--- config.mk ---
export PLATFORM = sky130hd
export DESIGN_NAME = fetch_stage_flat
export DESIGN_NICKNAME = d
export VERILOG_FILES = /design/src/rtl/fetch_stage_pkg.sv /design/src/rtl/fetch_stage_if.sv /design/src/rtl/fetch_stage_fifo.sv /design/src/rtl/fetch_stage.sv /design/src/flat_wrapper.sv
export SDC_FILE = /design/constraint.sdc
export NUM_CORES = 1
export LEC_CHECK = 0
export CAP_MARGIN = 20
export CORE_ASPECT_RATIO = 1.1
export CORE_MARGIN = 2
export CORE_UTILIZATION = 50
export CTS_CLUSTER_DIAMETER = 40
export CTS_CLUSTER_SIZE = 40
export DETAILED_ROUTE_END_ITERATION = 7
export PLACE_DENSITY = 0.86
export SKIP_LAST_GASP = 1
export SLEW_MARGIN = 20
export SYNTH_ARGS = -nofsm -noshare
export SYNTH_HDL_FRONTEND = slang
export SYNTH_SLANG_ARGS = --single-unit
export TNS_END_PERCENT = 30
--- constraint.sdc ---
create_clock -name clk -period 2.8 [get_ports clk]
set_input_delay 0.56 -clock clk [delete_from_list [all_inputs] [get_ports clk]]
set_output_delay 0.56 -clock clk [all_outputs]
set_load 0.02 [all_outputs]
--- src/rtl/fetch_stage_pkg.sv ---
// Shared types and widths for the instruction fetch stage.
package fetch_stage_pkg;

    localparam int unsigned ADDR_LINE = 32;
    localparam int unsigned D_SIZE    = 32;

    typedef enum logic [1:0] {
        IDLE = 2'd0,
        REQ  = 2'd1,
        DROP = 2'd2
    } fetch_state_t;

    // Next sequential fetch address; wraps modulo 2^ADDR_LINE.
    function automatic logic [ADDR_LINE-1:0] pc_add(input logic [ADDR_LINE-1:0] pc,
                                                    input logic [ADDR_LINE-1:0] step);
        return pc + step;
    endfunction

endpackage

--- src/rtl/fetch_stage_if.sv ---
// Fetch-stage bus bundle: instruction memory port, redirect from execute,
// and the valid/ready instruction channel towards decode.
interface fetch_stage_if;
    import fetch_stage_pkg::*;

    logic                 imem_req;
    logic [ADDR_LINE-1:0] imem_addr;
    logic                 imem_ack;
    logic [D_SIZE-1:0]    imem_rdata;
    logic                 redirect;
    logic [ADDR_LINE-1:0] redirect_pc;
    logic                 ins_valid;
    logic                 ins_ready;
    logic [D_SIZE-1:0]    ins_data;
    logic [ADDR_LINE-1:0] ins_pc;

    // Fetch stage side
    modport master (
        output imem_req, imem_addr, ins_valid, ins_data, ins_pc,
        input  imem_ack, imem_rdata, redirect, redirect_pc, ins_ready
    );

    // Memory / execute / decode side
    modport slave (
        input  imem_req, imem_addr, ins_valid, ins_data, ins_pc,
        output imem_ack, imem_rdata, redirect, redirect_pc, ins_ready
    );

endinterface

--- src/rtl/fetch_stage_fifo.sv ---
// Small synchronous FIFO with flush. The head entry and its valid flag are
// held in dedicated registers so decode sees clean registered outputs; a word
// pushed into an empty FIFO appears at the head on the following cycle.
module fetch_fifo #(
    parameter int unsigned WIDTH = 64,
    parameter int unsigned DEPTH = 2
) (
    input  logic                       clk,
    input  logic                       rst_n,
    input  logic                       push,
    input  logic [WIDTH-1:0]           push_data,
    input  logic                       pop,
    input  logic                       flush,
    output logic [$clog2(DEPTH+1)-1:0] count,
    output logic                       head_valid,
    output logic [WIDTH-1:0]           head_data
);
    localparam int unsigned PTR_W = $clog2(DEPTH);
    localparam int unsigned CNT_W = $clog2(DEPTH+1);

    logic [WIDTH-1:0] mem_r [DEPTH];
    logic [PTR_W-1:0] wr_ptr_r, rd_ptr_r, wr_ptr_n_s, rd_ptr_n_s;
    logic [CNT_W-1:0] count_r, count_n_s;
    logic [WIDTH-1:0] head_r, head_n_s;
    logic             head_valid_r;
    logic             do_pop_s;

    // Pointer/count update and selection of the next head entry
    always_comb begin
        do_pop_s   = pop && (count_r != {CNT_W{1'b0}});
        wr_ptr_n_s = wr_ptr_r;
        rd_ptr_n_s = rd_ptr_r;
        count_n_s  = count_r;
        head_n_s   = head_r;
        if (flush) begin
            wr_ptr_n_s = {PTR_W{1'b0}};
            rd_ptr_n_s = {PTR_W{1'b0}};
            count_n_s  = {CNT_W{1'b0}};
        end else begin
            wr_ptr_n_s = wr_ptr_r + {{(PTR_W-1){1'b0}}, push};
            rd_ptr_n_s = rd_ptr_r + {{(PTR_W-1){1'b0}}, do_pop_s};
            count_n_s  = count_r + {{(CNT_W-1){1'b0}}, push} - {{(CNT_W-1){1'b0}}, do_pop_s};
        end
        // The next head slot equals the write slot only when the FIFO drains to
        // just the incoming word; bypass it so head data is ready next cycle.
        if (count_n_s == {CNT_W{1'b0}}) begin
            head_n_s = head_r;
        end else if (push && (rd_ptr_n_s == wr_ptr_r)) begin
            head_n_s = push_data;
        end else begin
            head_n_s = mem_r[rd_ptr_n_s];
        end
    end

    // Storage, pointers and registered head
    always_ff @(posedge clk or negedge rst_n) begin
        if (!rst_n) begin
            for (int i = 0; i < int'(DEPTH); i++) begin
                mem_r[i] <= {WIDTH{1'b0}};
            end
            wr_ptr_r     <= {PTR_W{1'b0}};
            rd_ptr_r     <= {PTR_W{1'b0}};
            count_r      <= {CNT_W{1'b0}};
            head_r       <= {WIDTH{1'b0}};
            head_valid_r <= 1'b0;
        end else begin
            if (push && !flush) begin
                mem_r[wr_ptr_r] <= push_data;
            end
            wr_ptr_r     <= wr_ptr_n_s;
            rd_ptr_r     <= rd_ptr_n_s;
            count_r      <= count_n_s;
            head_r       <= head_n_s;
            head_valid_r <= (count_n_s != {CNT_W{1'b0}});
        end
    end

    assign count      = count_r;
    assign head_valid = head_valid_r;
    assign head_data  = head_r;

endmodule

--- src/rtl/fetch_stage.sv ---
// Instruction fetch stage: PC register, one-outstanding request FSM towards
// instruction memory, and a small buffer feeding decode. A redirect flushes the
// buffer immediately; a request already on the bus is always completed, with
// its data discarded when it belongs to the old path.
module fetch_stage
    import fetch_stage_pkg::*;
#(
    parameter logic [ADDR_LINE-1:0] RESET_PC   = 32'h0000_0000,
    parameter logic [ADDR_LINE-1:0] PC_STEP    = 32'h0000_0004,
    parameter int unsigned          FIFO_DEPTH = 2
) (
    input  logic          clk,
    input  logic          reset,
    input  logic          opr_en,
    fetch_stage_if.master bus
);
    localparam int unsigned CNT_W = $clog2(FIFO_DEPTH+1);
    localparam int unsigned ENT_W = ADDR_LINE + D_SIZE;

    fetch_state_t         state_r, state_n_s;
    logic [ADDR_LINE-1:0] pc_r, pc_n_s, pc_step_s;
    logic [ADDR_LINE-1:0] addr_r, addr_n_s;
    logic                 req_r, req_n_s;
    logic                 push_s, pop_s;
    logic [CNT_W-1:0]     count_s;
    logic [CNT_W:0]       fill_after_s;
    logic                 room_now_s, room_after_s;
    logic                 head_valid_s;
    logic [ENT_W-1:0]     head_s;

    assign pc_step_s    = pc_add(pc_r, PC_STEP);
    assign push_s       = (state_r == REQ) && bus.imem_ack && !bus.redirect;
    assign pop_s        = head_valid_s && bus.ins_ready;
    assign fill_after_s = {1'b0, count_s} + {{CNT_W{1'b0}}, push_s} - {{CNT_W{1'b0}}, pop_s};
    assign room_now_s   = ({1'b0, count_s} < (CNT_W+1)'(FIFO_DEPTH));
    assign room_after_s = (fill_after_s < (CNT_W+1)'(FIFO_DEPTH));

    fetch_fifo #(
        .WIDTH (ENT_W),
        .DEPTH (FIFO_DEPTH)
    ) u_fifo (
        .clk        (clk),
        .rst_n      (reset),
        .push       (push_s),
        .push_data  ({addr_r, bus.imem_rdata}),
        .pop        (pop_s),
        .flush      (bus.redirect),
        .count      (count_s),
        .head_valid (head_valid_s),
        .head_data  (head_s)
    );

    // Next state, next PC and next request/address for the fetch FSM
    always_comb begin
        state_n_s = state_r;
        pc_n_s    = pc_r;
        addr_n_s  = addr_r;
        req_n_s   = req_r;
        case (state_r)
            IDLE: begin
                if (bus.redirect) begin
                    pc_n_s = bus.redirect_pc;
                end else if (opr_en && room_now_s) begin
                    state_n_s = REQ;
                    req_n_s   = 1'b1;
                    addr_n_s  = pc_r;
                end else begin
                    state_n_s = IDLE;
                end
            end
            REQ: begin
                if (bus.redirect) begin
                    pc_n_s = bus.redirect_pc;
                    if (bus.imem_ack) begin
                        state_n_s = IDLE;
                        req_n_s   = 1'b0;
                    end else begin
                        state_n_s = DROP;
                    end
                end else if (bus.imem_ack) begin
                    pc_n_s = pc_step_s;
                    if (opr_en && room_after_s) begin
                        state_n_s = REQ;
                        addr_n_s  = pc_step_s;
                    end else begin
                        state_n_s = IDLE;
                        req_n_s   = 1'b0;
                    end
                end else begin
                    state_n_s = REQ;
                end
            end
            DROP: begin
                if (bus.redirect) begin
                    pc_n_s = bus.redirect_pc;
                end else begin
                    pc_n_s = pc_r;
                end
                if (bus.imem_ack) begin
                    state_n_s = IDLE;
                    req_n_s   = 1'b0;
                end else begin
                    state_n_s = DROP;
                end
            end
            default: begin
                state_n_s = IDLE;
                req_n_s   = 1'b0;
            end
        endcase
    end

    // FSM state, PC and registered memory request
    always_ff @(posedge clk or negedge reset) begin
        if (!reset) begin
            state_r <= IDLE;
            pc_r    <= RESET_PC;
            addr_r  <= RESET_PC;
            req_r   <= 1'b0;
        end else begin
            state_r <= state_n_s;
            pc_r    <= pc_n_s;
            addr_r  <= addr_n_s;
            req_r   <= req_n_s;
        end
    end

    assign bus.imem_req  = req_r;
    assign bus.imem_addr = addr_r;
    assign bus.ins_valid = head_valid_s;
    assign bus.ins_data  = head_s[D_SIZE-1:0];
    assign bus.ins_pc    = head_s[ENT_W-1:D_SIZE];

endmodule

--- src/flat_wrapper.sv ---
// flat-port wrapper written by rule: the top's interface ports become plain ports
module fetch_stage_flat import fetch_stage_pkg::*;
#(
    parameter logic [ADDR_LINE-1:0] RESET_PC   = 32'h0000_0000,
    parameter logic [ADDR_LINE-1:0] PC_STEP    = 32'h0000_0004,
    parameter int unsigned          FIFO_DEPTH = 2
)
  (clk, reset, opr_en, bus_imem_req, bus_imem_addr, bus_ins_valid, bus_ins_data, bus_ins_pc, bus_imem_ack, bus_imem_rdata, bus_redirect, bus_redirect_pc, bus_ins_ready);
  fetch_stage_if bus_i ();
  input  logic clk;
  input  logic reset;
  input  logic opr_en;
  output wire logic [$bits(bus_i.imem_req)-1:0] bus_imem_req;
  output wire logic [$bits(bus_i.imem_addr)-1:0] bus_imem_addr;
  output wire logic [$bits(bus_i.ins_valid)-1:0] bus_ins_valid;
  output wire logic [$bits(bus_i.ins_data)-1:0] bus_ins_data;
  output wire logic [$bits(bus_i.ins_pc)-1:0] bus_ins_pc;
  input wire logic [$bits(bus_i.imem_ack)-1:0] bus_imem_ack;
  input wire logic [$bits(bus_i.imem_rdata)-1:0] bus_imem_rdata;
  input wire logic [$bits(bus_i.redirect)-1:0] bus_redirect;
  input wire logic [$bits(bus_i.redirect_pc)-1:0] bus_redirect_pc;
  input wire logic [$bits(bus_i.ins_ready)-1:0] bus_ins_ready;
  assign bus_imem_req = bus_i.imem_req;
  assign bus_imem_addr = bus_i.imem_addr;
  assign bus_ins_valid = bus_i.ins_valid;
  assign bus_ins_data = bus_i.ins_data;
  assign bus_ins_pc = bus_i.ins_pc;
  assign bus_i.imem_ack = bus_imem_ack;
  assign bus_i.imem_rdata = bus_imem_rdata;
  assign bus_i.redirect = bus_redirect;
  assign bus_i.redirect_pc = bus_redirect_pc;
  assign bus_i.ins_ready = bus_ins_ready;
  fetch_stage #(.RESET_PC(RESET_PC), .PC_STEP(PC_STEP), .FIFO_DEPTH(FIFO_DEPTH)) u_core (.clk(clk), .reset(reset), .opr_en(opr_en), .bus(bus_i));
endmodule
After elaboration in Yosys (flattened, before gate mapping)
Cells that the tools add are included.
{"block": "word_totals", "register_bits": 264, "inputBits": 70, "output_inout_bits": 98}
{"block": "op_classes", "order_cmp": 5, "muxes": 34, "bitwise": 2, "n_reduce_logical": 20, "n_eq_ne": 11, "addsub": 7}
{"operator": "$mux 64", "count": 5}
{"operator": "$mux 32", "count": 8}
{"operator": "$bwmux 128", "count": 1}
{"operator": "$pmux 32 s2", "count": 2}
{"operator": "$demux 64 s1", "count": 1}
{"operator": "$add 32x3->32 const B", "count": 1}
{"operator": "$mux 1", "count": 11}
{"operator": "$logic_and 1x1->1", "count": 9}
{"operator": "$mux 2", "count": 4}
{"operator": "$ne 2x2->1 const B", "count": 4}
{"operator": "$reduce_bool 2->1", "count": 4}
{"operator": "$ne 3x3->1 const B", "count": 2}
{"operator": "$pmux 2 s3", "count": 1}
{"operator": "$reduce_and 6->1", "count": 1}
{"operator": "$ge 2x2->1 const B", "count": 2}
{"operator": "$logic_not 2->1", "count": 2}
{"operator": "$ne 2x1->1 const B", "count": 2}
{"operator": "$not 1->2", "count": 2}
{"operator": "$reduce_and 4->1", "count": 1}
{"operator": "$add 2x1->3", "count": 1}
{"operator": "$lt 3x2->1 const B", "count": 1}
{"operator": "$pmux 1 s3", "count": 1}
{"operator": "$reduce_and 3->1", "count": 1}
{"operator": "$sub 3x1->3", "count": 1}
{"operator": "10 further kinds", "count": 11}

Logic depth before layout (Yosys ltp)
Gate-level depths: netlist of run 1.
{"block": "depth", "depth_word": 11, "ltp_mapped": 12, "ltp_nobuf": 9}

Modules after synthesis
From an unflattened synthesis of run 1, not the netlist that was laid out.
{"block": "hier_totals", "hier_cells": 1186, "hier_area_um2": 12844.8}
{"module": "fetch_fifo", "seq_area_each_um2": 4929.7, "n_inst": 1, "cells_per_inst": 714, "area_each_um2": 8715.9}
{"module": "fetch_stage", "seq_area_each_um2": 1676.6, "n_inst": 1, "cells_per_inst": 472, "area_each_um2": 4129.0}

Least setup slack after synthesis of run 1
Ideal clock, no wire load.
{"block": "synth_path", "path_kind": "input -> register", "from": "input port bus_imem_ack", "to": "register u_core.addr_r[28], in the netlist u_core.bus.imem_addr[28]", "required_time_ps": 2664, "setup_slack_ps": -235, "n_path_buf": 3, "arrival_time_ps": 2898, "path_stages": 12, "path_cell_list": "buf_4 -> nand4bb_1 -> ha_1 -> nand2b_1 -> fa_1 -> nor4bb_1 -> nand2_1 -> o21a_1 -> buf_2 -> buf_1 -> nand2_1 -> o21ai_0"}
{"block": "synth_between", "elab_chain_len": 8, "word_cells_on_any_way": 9}
{"item": "start: declaration", "line_no": "flat_wrapper.sv:18", "text": "input wire logic [$bits(bus_i.imem_ack)-1:0] bus_imem_ack;"}
{"item": "$logic_and 1x1->1 (2 in series)", "line_no": "fetch_stage.sv:32", "text": "assign push_s = (state_r == REQ) && bus.imem_ack && !bus.redirect;"}
{"item": "$add 2x1->3", "line_no": "fetch_stage.sv:34", "text": "assign fill_after_s = {1'b0, count_s} + {{CNT_W{1'b0}}, push_s} - {{CNT_W{1'b0}}, pop_s};"}
{"item": "$sub 3x1->3", "line_no": "fetch_stage.sv:34"}
{"item": "$lt 3x2->1", "line_no": "fetch_stage.sv:36", "text": "assign room_after_s = (fill_after_s < (CNT_W+1)'(FIFO_DEPTH));"}
{"item": "$logic_and 1x1->1", "line_no": "fetch_stage.sv:82", "text": "if (opr_en && room_after_s) begin"}
{"item": "$ne 2x2->1 (no line)"}
{"item": "$reduce_and 6->1 (no line) (*)"}
{"item": "end signal: assignment", "line_no": "fetch_stage.sv:123", "text": "addr_r <= addr_n_s;"}
{"item": "end: declaration", "line_no": "fetch_stage.sv:22", "text": "logic [ADDR_LINE-1:0] addr_r, addr_n_s;"}
Every way passes the cells marked *; elsewhere a longest branch is shown, timed or not.
A chain may end at the register's enable or synchronous reset.

Worst setup path in the final report of run 1
{"block": "layout_path", "from": "input port bus_ins_ready", "to": "register u_core.u_fifo.head_r[48], in the netlist u_core.u_fifo.head_data[48]"}
{"block": "layout_between", "elab_chain_len": 9, "word_cells_on_any_way": 14}
{"item": "start: declaration", "line_no": "flat_wrapper.sv:22", "text": "input wire logic [$bits(bus_i.ins_ready)-1:0] bus_ins_ready;"}
{"item": "$logic_and 1x1->1 (*)", "line_no": "fetch_stage.sv:33", "text": "assign pop_s = head_valid_s && bus.ins_ready;"}
{"item": "$logic_and 1x1->1 (*)", "line_no": "fetch_stage_fifo.sv:30", "text": "do_pop_s = pop && (count_r != {CNT_W{1'b0}});"}
{"item": "$add 1x1->1", "line_no": "fetch_stage_fifo.sv:41", "text": "rd_ptr_n_s = rd_ptr_r + {{(PTR_W-1){1'b0}}, do_pop_s};"}
{"item": "$mux 1", "line_no": "fetch_stage_fifo.sv:35", "text": "if (flush) begin"}
{"item": "$not 1->2 (not written as such)", "line_no": "fetch_stage_fifo.sv:51", "text": "head_n_s = mem_r[rd_ptr_n_s];"}
{"item": "$mux 64 (not written as such) (3 in series)", "line_no": "fetch_stage_fifo.sv:51"}
{"item": "$mux 64", "line_no": "fetch_stage_fifo.sv:48", "text": "end else if (push && (rd_ptr_n_s == wr_ptr_r)) begin"}
{"item": "end signal: assignment", "line_no": "fetch_stage_fifo.sv:64", "text": "head_r <= {WIDTH{1'b0}};"}
{"item": "end signal: assignment", "line_no": "fetch_stage_fifo.sv:73", "text": "head_r <= head_n_s;"}
{"item": "end: declaration", "line_no": "fetch_stage_fifo.sv:24", "text": "logic [WIDTH-1:0] head_r, head_n_s;"}
Every way passes the cells marked *; elsewhere a longest branch is shown, timed or not. The select of a mux whose other input is x is not followed.

==> results.py, run 1 <==
metrics = {
    "setup_path": {
        "worstReg2RegStart": "u_core.state_r[1]",
        "cp_max_fo": 6,
        "critPathKind": "in2reg",
        "crit_arrival_ps": 3110,
        "crit_start": "bus_ins_ready",
        "crit_chain": "clkdlybuf4s50_1, buf_4, o211a_4, ha_1, inv_1, ha_2, xnor2_2, xnor2_2, o21bai_4, buf_4, clkbuf_16, buf_4, a221o_1",
        "rr_worst_depth": 12,
        "worstSetupEndpointType": "flop",
        "required_ps": 3180,
        "crit_slowest_cell": "clkdlybuf4s50_1",
        "reg2reg_to": "u_core.u_fifo.head_data[48]",
        "r2r_setup_slack_ps": 100,
        "crit_top_cell": "buf_4",
        "endpoint": "u_core.u_fifo.head_data[48]",
        "max_stage_delay_ps": 430,
        "worstSetupStartpointType": "primary input",
    },
    "clock_tree": {
        "clockBufferDepth": 3,
        "cts-root-buf": "clkbuf_16",
        "clkTransAtPathRegs_ps": 60,
        "clk_latency_ps": 510,
        "cts.sinks": 264,
        "cts_tree": "built",
        "numCtsBuffers": 34,
        "cts.htree.levels": 2,
        "holdBufCountCts": 0,
    },
    "die": {
        "pin_count": 168,
        "dieArea_um2": 26000,
        "core_area_um2": 24400,
        "die_w_um": 154,
        "start_util_pct": 50.7,
        "die_h_um": 169,
        "fp-row-count": 60,
    },
    "global_routing": {
        "grt_pass1_wl_um": 51100,
        "grt_pass1_vias": 9530,
        "grt_max_degree": 83,
        "grt_antenna_before_repair": 0,
        "grt_overflow_total": 0,
        "grt_usage_pct": 24.4,
    },
    "placed_design": {
        "portBuffers": 167,
        "place_congestion": 0.920,
        "dp_cells": 1498,
        "dp_hpwl_um": 20800,
    },
    "logic_synthesis": {
        "synth_seq_cells": 264,
        "yosysUniqueCellTypes": 58,
        "yosysWarnings": 0,
        "syn-num-nets": 1134,
        "yosysMostFrequentCell": "dfrtp_1",
        "syn_area_um2": 12400,
        "netlist_instances": 1059,
        "synth_edf_count": 0,
        "yosys-top-cells-area": "dfrtp_1 53%, mux2_2 12%, mux2i_1 5.3%",
        "synth_flop_cell": "dfrtp_1",
        "synth_area_per_cell_um2": 11.7,
        "async_flop_share_pct": 100,
        "yosysTopAreaCell": "dfrtp_1",
        "synth_top_area_share_pct": 53.5,
        "synth_common_cells": "264 x dfrtp_1, 130 x mux2_2, 79 x nor3_1",
        "ys_seq_area_share_pct": 53.5,
    },
    "routing": {
        "drc_errors": 0,
        "wl_met1_um": 13500,
        "ant_nets": 0,
        "vias_per_cell": 6.11,
        "wl_met3_um": 1860,
        "num_vias": 9549,
        "wl_per_cell_um": 20.4,
        "drtIter0Drc": 602,
        "highest_layer": "met4",
        "wl_met2_um": 15500,
        "totalWireLength_um": 31900,
        "dr.pass1.iters": 5,
    },
    "timing": {
        "finalSetupViolations": 0,
        "finalHoldViolCount": 0,
        "fin_crit_sh_pct": 97.5,
        "holdWs_ps": 62.2,
        "setup_tns_ps": 0,
        "maxSlewHeadroom_pct": 56.6,
        "tightest_slew_ps": 649,
        "slew_viol_final": 0,
        "timing.final.crit_period_ps": 2730,
        "max_freq_ghz": 0.366,
        "skew_ps": 26.3,
    },
    "pwr": {
        "power_density_nw_per_um2": 1100,
        "ir_drop_mv": 0.564,
        "internal-power_mw": 11.2,
        "pwr-share-comb_pct": 35.5,
        "p_sw_mw": 6.36,
        "sw_frac_of_total_pct": 36.2,
        "p_clk_share_pct": 24.6,
        "seq_power_share_pct": 39.9,
        "finalPower_mw": 17.6,
        "cellLeakagePower_nw": 7.23,
    },
    "layout": {
        "final_net_count": 1304,
        "n_fill_cell": 1779,
        "final_util_pct": 65.4,
        "diodes": 0,
        "synthToLayoutAreaGrowth_pct": 29.1,
        "final_cells": 1564,
        "drive_above_1_share_pct": 21.6,
    },
    "run": {
        "max-cap-violations": 0,
    },
    "outcome": {
        "status": "finished, final reports clean",
    },
    "hold_path": {
        "hold_class": "in2async",
    },
}
[cell type report]
| type | instances | area (um^2) | area share [%] |
|---|---|---|---|
| flip-flops and latches | 264 | 6610 | 41.4 |
| multi-input cells | 696 | 5410 | 33.9 |
| repair buffers | 225 | 2380 | 14.9 |
| clock buffers | 35 | 876 | 5.49 |
| well taps | 310 | 388 | 2.43 |
| clock inverters | 26 | 262 | 1.64 |
| inverters | 8 | 30.0 | 0.188 |
[registers in the layout, indices dropped and copies added, names as in the netlist]
| register | cells |
|---|---|
| u_core.state_r | 2 |
| u_core.u_fifo.wr_ptr_r | 1 |
| u_core.u_fifo.mem_r | 128 |
| u_core.u_fifo.rd_ptr_r | 1 |
| u_core.bus.imem_addr | 32 |
| u_core.u_fifo.head_valid | 1 |
| u_core.u_fifo.count | 2 |
| u_core.pc_r | 32 |
| u_core.bus.imem_req | 1 |
| u_core.u_fifo.head_data | 64 |
[cells by family after synthesis]
| family | Yosys count | synth area share, % |
|---|---|---|
| and+or+nand+nor | 262 | 10.7 |
| adders and majority gates | 5 | 0.567 |
| xor gates and xnor gates | 31 | 2.20 |
| buffers and inverters | 100 | 3.63 |
| DFF | 264 | 53.5 |
| muxes | 201 | 17.7 |
| AOI/OAI and AO/OA | 196 | 11.8 |
[per-layer routing]
metal  vias up  track usage [%]
li1       4305                -
met1      4775             32.9
met2       390             40.4
met3        79             3.66
met4         0             9.06
met5         -                0
[power groups by stage]
stage               clock (mW)  sequential, mW  combinational (mW)
floorplan                    0            7.18                3.16
global placement             0            6.89                5.94
detailed placement           0            7.00                6.13
CTS                       4.38            6.96                6.20
global route              4.56            7.19                6.70
finish                    4.32            7.01                6.23
[worst min-delay path by stage]
| stage | from | endpoint | slack [ps] | cells after the start |
|---|---|---|---|---|
| after CTS | reset | u_core.u_fifo.head_data[6] | 70 | 1 |
| after detailed placement | u_core.u_fifo.mem_r[5] | u_core.u_fifo.mem_r[5] | 490 | 1 |
| after global routing | reset | u_core.u_fifo.head_data[4] | 90 | 1 |
| after global placement | u_core.pc_r[1] | u_core.bus.imem_addr[1] | 480 | 1 |
| final | reset | u_core.u_fifo.head_data[6] | 60 | 1 |
| after floorplan | reset | u_core.bus.imem_addr[0] | 260 | 0 |
[repair_timing]
| action | CTS | global route |
|---|---|---|
| endpoints found under the setup margin | 16 | 91 |
| buffers inserted | 0 | 3 |
| pin swaps | 0 | 4 |
| resized for setup | 3 | 11 |
| gates cloned | 0 | 2 |
[worst max-delay path, delay by kind of cell]
kind                       cells  cell delay [ps]
xor gates and xnor gates       2              420
AOI/OAI and AO/OA              3              590
adders and majority gates      2              450
buffers and inverters          6             1070
[through the flow]
step           setup slack [ps]  cell area, um^2
6_report                   70.0            15900
5_1_grt                   -4.47            15900
4_1_cts                    6.15            15900
3_5_place_dp               -579            14700
3_3_place_gp               -511            14700
2_1_floorplan              25.0            12400
[cell usage in the layout (no fill, tap or decap), drive strengths merged, types with 5 or more instances in the layout]
| cell | synthesis | routed |
|---|---|---|
| dfrtp | 264 | 264 |
| clkdlybuf4s50 | 0 | 164 |
| mux2 | 134 | 134 |
| nor3 | 79 | 79 |
| mux2i | 67 | 67 |
| nand2 | 66 | 66 |
| a221o | 64 | 64 |
| buf | 50 | 58 |
| o21ai | 45 | 45 |
| a21oi | 38 | 38 |
| clkbuf | 42 | 36 |
| nor2 | 27 | 27 |
| nand3 | 25 | 25 |
| inv | 8 | 23 |
| xnor2 | 17 | 17 |
| nor4 | 16 | 16 |
| nand4 | 15 | 15 |
| xor2 | 14 | 14 |
| o22ai | 11 | 11 |
| and3 | 7 | 7 |
| a2bb2oi | 7 | 7 |
| nor2b | 7 | 7 |
| clkinv | 0 | 6 |
| nand2b | 5 | 5 |
| a311oi | 5 | 5 |
| a31oi | 5 | 5 |
Power figures use the tool's default switching activity.
==> run 2, diff against run 1 <==
- HOLD_SLACK_MARGIN: not set -> 0.05
==> results of run 2 <==
Final layout, timing and power as in run 1 (identical DEF).
